[src/rtl/board_link_tx.sv]
// board_link_tx: sends a board snapshot to a peer over a four-phase nibble link.
//
// A session starts on a rising edge of the peer's request. The block then
// sends one header nibble followed by NCELLS cell nibbles read from the local
// board store. Each nibble is offered with valid and completed by the peer's
// ack_in rising and falling again.
//
// Ports
//   clk       in   sole clock; all logic runs on its rising edge
//   rst_n     in   asynchronous active-low reset
//   request   in   peer transfer request (asynchronous to clk)
//   ack_in    in   peer acknowledge of the current nibble (asynchronous to clk)
//   ack_out   out  request accepted; high for the whole session
//   data      out  nibble currently offered to the peer
//   valid     out  data is stable and offered
//   rd_en     out  one-cycle read strobe to the board store
//   rd_addr   out  cell index of the read
//   rd_data   in   cell value, valid one cycle after rd_en
//   busy      out  session in progress
//   done      out  one-cycle pulse when a session completes
//   error     out  one-cycle pulse on abort or timeout
module board_link_tx #(
    parameter logic [3:0] HEADER  = 4'hF,
    parameter int         NCELLS  = 81,
    parameter int         TIMEOUT = 1_000_000
) (
    input  logic       clk,
    input  logic       rst_n,
    input  logic       request,
    input  logic       ack_in,
    output logic       ack_out,
    output logic [3:0] data,
    output logic       valid,
    output logic       rd_en,
    output logic [6:0] rd_addr,
    input  logic [3:0] rd_data,
    output logic       busy,
    output logic       done,
    output logic       error
);

    localparam int             CW       = $clog2(TIMEOUT + 1);
    localparam logic [CW-1:0]  CNT_MAX  = CW'(TIMEOUT - 1);
    localparam logic [CW-1:0]  CNT_ONE  = CW'(1);
    localparam logic [6:0]     LAST_IDX = 7'(NCELLS);

    typedef enum logic [2:0] {
        IDLE    = 3'd0,
        LOAD    = 3'd1,
        WAIT_RD = 3'd2,
        SEND    = 3'd3,
        RELEASE = 3'd4,
        FINISH  = 3'd5
    } state_t;

    state_t         state_r;
    logic [6:0]     idx_r;
    logic [CW-1:0]  cnt_r;
    logic           req_meta_r;
    logic           req_s;
    logic           ack_meta_r;
    logic           ack_s;
    logic [1:0]     fill_r;
    logic           req_prev_r;
    logic           in_session_s;
    logic           timeout_s;
    logic           abort_s;
    logic           start_s;

    // Two-flop synchronizers plus the previous-request sample for edge detection.
    // req_prev_r is held high until the synchronizer has refilled after reset,
    // so a request that was already high across reset cannot start a session;
    // the peer must drop and raise it again.
    always_ff @(posedge clk or negedge rst_n) begin
        if (!rst_n) begin
            req_meta_r <= 1'b0;
            req_s      <= 1'b0;
            ack_meta_r <= 1'b0;
            ack_s      <= 1'b0;
            fill_r     <= 2'b00;
            req_prev_r <= 1'b1;
        end else begin
            req_meta_r <= request;
            req_s      <= req_meta_r;
            ack_meta_r <= ack_in;
            ack_s      <= ack_meta_r;
            fill_r     <= {fill_r[0], 1'b1};
            req_prev_r <= fill_r[1] ? req_s : 1'b1;
        end
    end

    assign in_session_s = (state_r == LOAD) || (state_r == WAIT_RD) ||
                          (state_r == SEND) || (state_r == RELEASE);
    assign timeout_s    = ((state_r == SEND) || (state_r == RELEASE)) && (cnt_r == CNT_MAX);
    // Abort wins over any handshake progress in the same cycle.
    assign abort_s      = in_session_s && (!req_s || timeout_s);
    assign start_s      = (state_r == IDLE) && req_s && !req_prev_r;

    // Session FSM with registered outputs and the handshake timeout counter.
    always_ff @(posedge clk or negedge rst_n) begin
        if (!rst_n) begin
            state_r <= IDLE;
            idx_r   <= 7'd0;
            cnt_r   <= '0;
            ack_out <= 1'b0;
            data    <= 4'h0;
            valid   <= 1'b0;
            rd_en   <= 1'b0;
            rd_addr <= 7'd0;
            busy    <= 1'b0;
            done    <= 1'b0;
            error   <= 1'b0;
        end else begin
            done  <= 1'b0;
            error <= 1'b0;
            rd_en <= 1'b0;
            if (abort_s) begin
                state_r <= IDLE;
                valid   <= 1'b0;
                ack_out <= 1'b0;
                busy    <= 1'b0;
                error   <= 1'b1;
                cnt_r   <= '0;
            end else begin
                case (state_r)
                    IDLE: begin
                        if (start_s) begin
                            ack_out <= 1'b1;
                            busy    <= 1'b1;
                            idx_r   <= 7'd0;
                            state_r <= LOAD;
                        end else begin
                            state_r <= IDLE;
                        end
                    end
                    LOAD: begin
                        // For cells the read strobe was already raised on entry,
                        // so the store answers while we sit in WAIT_RD.
                        if (idx_r == 7'd0) begin
                            data    <= HEADER;
                            valid   <= 1'b1;
                            cnt_r   <= '0;
                            state_r <= SEND;
                        end else begin
                            state_r <= WAIT_RD;
                        end
                    end
                    WAIT_RD: begin
                        data    <= rd_data;
                        valid   <= 1'b1;
                        cnt_r   <= '0;
                        state_r <= SEND;
                    end
                    SEND: begin
                        if (ack_s) begin
                            valid   <= 1'b0;
                            cnt_r   <= '0;
                            state_r <= RELEASE;
                        end else begin
                            cnt_r   <= cnt_r + CNT_ONE;
                        end
                    end
                    RELEASE: begin
                        if (!ack_s) begin
                            cnt_r <= '0;
                            if (idx_r == LAST_IDX) begin
                                done    <= 1'b1;
                                state_r <= FINISH;
                            end else begin
                                // Next transfer idx+1 carries cell idx.
                                idx_r   <= idx_r + 7'd1;
                                rd_en   <= 1'b1;
                                rd_addr <= idx_r;
                                state_r <= LOAD;
                            end
                        end else begin
                            cnt_r <= cnt_r + CNT_ONE;
                        end
                    end
                    FINISH: begin
                        ack_out <= 1'b0;
                        busy    <= 1'b0;
                        state_r <= IDLE;
                    end
                    default: begin
                        state_r <= IDLE;
                        valid   <= 1'b0;
                        ack_out <= 1'b0;
                        busy    <= 1'b0;
                    end
                endcase
            end
        end
    end

endmodule

[config.mk]
export PLATFORM = sky130hd
export DESIGN_NAME = board_link_tx
export DESIGN_NICKNAME = d
export VERILOG_FILES = /design/src/rtl/board_link_tx.sv
export SDC_FILE = /design/constraint.sdc
export NUM_CORES = 1
export LEC_CHECK = 0
export BUFFER_PORTS_ARGS = -buffer_cell sky130_fd_sc_hd__buf_2
export CORE_ASPECT_RATIO = 1.1
export CORE_MARGIN = 4
export CORE_UTILIZATION = 35
export CTS_CLUSTER_DIAMETER = 80
export DETAILED_ROUTE_END_ITERATION = 7
export PLACE_DENSITY = 0.49
export SLEW_MARGIN = 20
export SYNTH_ARGS = -nofsm -noshare
export SYNTH_HDL_FRONTEND = slang
export SYNTH_SLANG_ARGS = --single-unit
[constraint.sdc]
create_clock -name clk -period 4.2 [get_ports clk]
set_input_delay 0.21 -clock clk [delete_from_list [all_inputs] [get_ports clk]]
set_output_delay 0.21 -clock clk [all_outputs]
set_load 0.005 [all_outputs]
======== Word level (Yosys, flattened, before mapping) ========
Index checks and enable logic that the tools add are counted.
word-level totals
  flip-flop bits (word level) ............. 53
  word-level logic and storage cells ...... 98
  input port bits ......................... 8
cells by class
  reductions and logical operators ........ 25
  $add $sub $neg .......................... 2
  multiplexer cells ....................... 35
  equal/unequal tests ..................... 17
  bitwise gates (word level) .............. 3
operator list
  operator                                                number
  2-to-1 mux 20 bit                                       4
  case mux 20 bit (4 select lines)                        1
  2-to-1 mux 7 bit                                        3
  adder 20 x 1 -> 20 bit (second input constant)          1
  == test 20 bit (second input constant)                  1
  2-to-1 mux 1 bit                                        17
  case mux 3 bit (5 select lines)                         1
  case mux 7 bit (2 select lines)                         1
  2-to-1 mux 3 bit                                        4
  inequality test 3 bit (second input constant)           3
  case mux 4 bit (2 select lines)                         1
  adder 7 x 1 -> 7 bit (second input constant)            1
  == test 7 bit (second input constant)                   1
  zero test 7 bit                                         1
  == test 3 x 2 -> 1 bit (second input constant)          2
  == test 3 bit (second input constant)                   2
  inequality test 2 x 1 -> 1 bit (second input constant)  3
  inequality test 2 bit (second input constant)           3
  AND reduction 2 bit                                     3
  AND reduction 3 bit                                     2
  logical OR 1 bit                                        5
  AND reduction 5 bit                                     1
  nonzero test 5 bit                                      1
  logical AND 1 bit                                       4
  other kinds (12)                                        16

======== Logic depth before layout (Yosys ltp) ========
  depth in word-level cells ............... 7
  mapped depth ............................ 8
  gate-level depth less buffers ........... 6

======== Worst setup path before layout ========
No wires, ideal clock.
  path kind ............................... register to register
  start point ............................. register cnt_r[0]
  end point ............................... register rd_addr[0]
  arrival time ............................ 1.908 ns
  path buffers ............................ 0
  setup slack ............................. 2.167 ns
  clock period less this slack ............ 2.033 ns
  setup time .............................. 0.125 ns
  cell stages (with the launch flop) ...... 7
  path through ............................ dfrtp_1 > ha_1 > nand2_1 > a211oi_4 > a21o_4 > nor4_4 > mux2_2
between the ends
  cells in the longest elaborated chain, start to end .. 6
RTL lines
  what                           RTL line  text
  start, declared                58        logic [CW-1:0] cnt_r;
  start signal, assigned         160       cnt_r <= cnt_r + CNT_ONE;
  start signal, assigned         177       cnt_r <= cnt_r + CNT_ONE;
  == test 20 bit                 94        assign timeout_s = ((state_r == SEND) || (state_r == RELEASE)) && (cnt_r == CNT_MAX);
  logical AND 1 bit              94
  logical OR 1 bit               96        assign abort_s = in_session_s && (!req_s || timeout_s);
  logical AND 1 bit              96
  inverter 1 bit (no line)       -
  AND reduction 4 bit (no line)  -
  end signal, assigned           173       rd_addr <= idx_r;
  end, declared                  35        output logic [6:0] rd_addr,
Every way passes these cells.
A chain may end at the register's enable or synchronous reset.

======== Worst setup path in the final report ========
  start point ............................. register state_r[2]
  end point ............................... register cnt_r[19]
between the ends
  cells in the longest elaborated chain, start to end .. 7
RTL lines
  what                                                                            RTL line  text
  start, declared                                                                 56        state_t state_r;
  start signal, assigned                                                          102       state_r <= IDLE;
  start signal, assigned                                                          118       state_r <= IDLE;
  start signal, assigned                                                          131       state_r <= LOAD;
  == test 3 x 1 -> 1 bit (tied with other cells)                                  92, 125
  logical OR 1 bit, on equally long branches                                      92, 94
  logical OR 1 bit or logical AND 1 bit (tied branches)                           92, 94
  logical OR 1 bit, on equally long branches                                      93, 96
  logical AND 1 bit                                                               96
  inequality test 3 x 2 -> 1 bit (no line) or nonzero test 5 bit (tied branches)  -
  AND reduction 2 bit (no line)                                                   -
Several ways; a longest one is shown, not always the timed one.

==> implementation parameters <==
Parameter                              Value

Synth
  Dominant synthesized flop cell    sky130_fd_sc_hd__dfrtp_1
  Top post-synthesis cells by count    sky130_fd_sc_hd__dfrtp_1 (52), sky130_fd_sc_hd__a21oi_1 (20), sky130_fd_sc_hd__nand2_1 (16)
  Synth area leaders    sky130_fd_sc_hd__dfrtp_1 (47%), sky130_fd_sc_hd__mux2_2 (4.0%), sky130_fd_sc_hd__a21oi_1 (3.6%)
  Library cell occupying the most area in the post-synthesis netlist    sky130_fd_sc_hd__dfrtp_1
  Number of warning messages in the yosys log    0
  Post-synth EDFFs    0
  Synthesized netlist net count    283
  Share of synthesized area occupied by flip-flops and latches    between 40% and 50%
  Fraction of registers with async set or reset after synthesis    100.0%
  Synthesized netlist cell count    271
  Unique masters post-synth    53
  Top-area cell type share of the netlist area    46.59%
  Netlist area before placement    0.002793 mm^2
  Post-synthesis sequential element count    53
  Cell with the most instances after synthesis    sky130_fd_sc_hd__dfrtp_1
  Mean cell area of the mapped netlist    10.31 um^2

Clock network
  CTS Root Buffer Type    sky130_fd_sc_hd__clkbuf_8
  CTS Buf Count    5
  Post-CTS sizing    0
  CTS sink cnt    53
  Post-CTS setup repair buffer count    0
  TritonCTS clock tree    yes
  Longest Clk Path Bufs    2
  Clock slew seen by the registers of the worst setup and hold paths    0.10 ns
  Post-CTS Hold Buffers    2
  Htree depth    2
  Clock latency reported for the late side of the worst-skew pair    0.31 ns

Timing
  Ratio of final minimum period to clock period    59.86%
  Worst Setup Slack, final    1.686 ns
  Worst-margin pin slew    ~0.85 ns
  Max frequency    397.8 MHz
  Sum of negative setup slack    0 ns
  Unrepaired setup endpoints after global routing    no
  Clock Skews    0.008192 ns
  Number of hold violations in the final report    0
  Max-slew headroom    42.81%
  Slew Viols, Final    0
  Min cycle time layout    2.514 ns
  Count of endpoints failing setup in the final report    0

Drt
  Average wire per cell in the routed design    14.55 um
  Number of detailed-routing iterations run before antenna repair    4
  Number of vias after detailed routing    about 2100
  DRT iter0 DRCs    54
  Final antenna-violating net count    0
  DRT Wirelength    approximately 5800 um
  Post-route DRC violation count    0
  Via density    5.270

Run status
  Status    complete, no violations

Global route
  First-pass GRT wire length    about 10000 um
  Global routing usage summed across all routing layers    13.51%
  Via count of the first global-routing pass    2120
  Final global-route overflow total    0
  Largest net degree at the start of global routing    54
  Antenna violations before repair    0

Die
  Starting density of the core    between 30% and 40%
  DIE HEIGHT    just over 100 um
  I/O pin cnt    25
  Standard-cell row count    33
  Die Wd    93.17 um
  Total core area    0.007597 mm^2
  Die outline area    0.009474 mm^2

Cells and area
  Layout area overhead    10.80%
  Multi-input logic area    0.001353 mm^2
  Final net count    303
  Ratio of cells with drive above 1 in the final layout    19.18%
  Fillcell total    775
  Count of inserted antenna diode cells    0
  Reg area    0.001328 mm^2

Critical path
  Start-to-end type of the worst setup path    register to register
  Category of cells accounting for the largest share of critical-path delay    compound AO/OA/AOI/OAI gates
  Buffers & Inverters on Critical Path    0
  Largest incremental delay on the critical path    ~0.78 ns
  CP cell instances    or3b_4 > a211oi_4 > a21oi_4 > and3_1 > a221o_1
  Data arrival at the endpoint of the critical path    2.72 ns
  CP Max Fanout    31
  Required time worst endpoint    4.40 ns
  Library cell contributing the largest single delay on the critical path    sky130_fd_sc_hd__dfrtp_1
  CP Capture Type    register
  CP Launch Type    register
  Source of the critical timing path    state_r[2]$_DFFE_PN0P_
  Launch point of the worst reg-to-reg path    state_r[2]$_DFFE_PN0P_

Placement
  Worst Setup Slack post-DPL    1.662 ns
  DP HPWL    3903 um
  Final weighted congestion in routability-driven placement    0.7663
  Buffers on Ports    24

Power and ir drop
  Worst VDD drop    0.1845 mV
  Cell area power density    410.4 mW/mm^2
  Leakage    1.317 nW

Job
  Max-cap violations    0

Worst hold path
  Class of the tightest hold or removal check    primary input to asynchronous set/reset pin
==> power breakdown <==
part | total [mW] | internal (mW) | switching (mW)
Clock | 0.300 | 0.119 | 0.181
Combinational | 0.339 | 0.157 | 0.182
Sequential | 0.631 | 0.567 | 0.0640
Total | 1.27 | 0.843 | 0.427
==> cell usage in the layout (no fill, tap or decap), drive strengths merged, types with 2 or more instances in the layout <==
cell type / n
a211oi: 2
a21oi: 21
a221o: 4
a22o: 6
and2: 3
and3: 11
buf: 26
clkbuf: 5
dfrtp: 52
dlygate4sd3: 2
ha: 4
inv: 11
mux2: 10
mux2i: 4
nand2: 16
nand2b: 6
nand3: 14
nand3b: 2
nand4: 13
nor2: 12
nor2b: 7
nor3: 2
nor4: 4
nor4b: 3
nor4bb: 2
o211ai: 3
o21ai: 10
o22a: 2
o31ai: 5
or2: 2
or3: 2
or4: 6
xnor2: 5
==> worst reg2reg max path: cells and delay by family (launching register included) <==
kind               cells  cell delay [ns]
AOI/OAI and AO/OA      3             0.89
and+or+nand+nor        2             0.76
DFF                    1             0.78
==> sequential cells by signal (all words and copies together) (netlist names) <==
signal and cells:
ack_meta_r 1, ack_s 1, busy 1, cnt_r 20
data 4, done 1, error 1, fill_r 2
idx_r 7, rd_addr 7, rd_en 1, req_meta_r 1
req_prev_r 1, req_s 1, state_r 3, valid 1
==> metal layers <==
metal	global-route usage [%]	share of wire [%]
met1	17.16	46
met5	0	0
met4	3.608	0.71
met2	23.38	51
met3	2.897	2.2
==> path summary, 6_finish.rpt <==
check                                   endpoint  slack (ns)  cells after the start
min                        cnt_r[18]$_DFFE_PN0P_        0.01                      2
max in group asynchronous   idx_r[6]$_DFFE_PN0P_        3.74                      2
min reg2reg                      ack_s$_DFF_PN0_        0.36                      0
max                        cnt_r[19]$_DFFE_PN0P_        1.69                      5
min in group clk             data[3]$_DFFE_PN0P_        0.21                      3
max reg2reg                cnt_r[19]$_DFFE_PN0P_        1.69                      5
==> metrics by stage <==
stage                     utilization (%)  hold slack [ns]  power [mW]  instances  area, um^2
after global routing                40.73          0.07284       1.356        397        3094
after global placement              39.18           0.3188      0.9821        387        2977
final                               40.73          0.01085       1.270        397        3094
after CTS                           40.73          0.04083       1.296        397        3094
after floorplan                         -         -0.08559      0.8714        271        2793
after detailed placement            39.28           0.3193      0.9872        387        2984
==> final cells by class <==
cell class,count,area share (%)
multi-input combinational,193,43.71
sequential,53,42.90
timing repair buffer,28,5.014
tap,105,4.246
clock buffer,5,2.224
inverter,10,1.213
clock inverter,3,0.6874
==> kinds of logic (layout without fill, tap and decap cells) <==
kind of cell               count (synthesis)  after routing  synth area share [%]
and+or+nand+nor                          108            108                 23.52
AOI/OAI and AO/OA                         60             60                 15.10
DFF                                       53             53                 47.54
buffers and inverters                     25             46                 4.570
muxes                                     14             14                 5.466
xor gates and xnor gates                   6              6                 1.882
adders and majority gates                  4              4                 1.792
other                                      1              1                0.1343
Power figures use the tool's default switching activity.
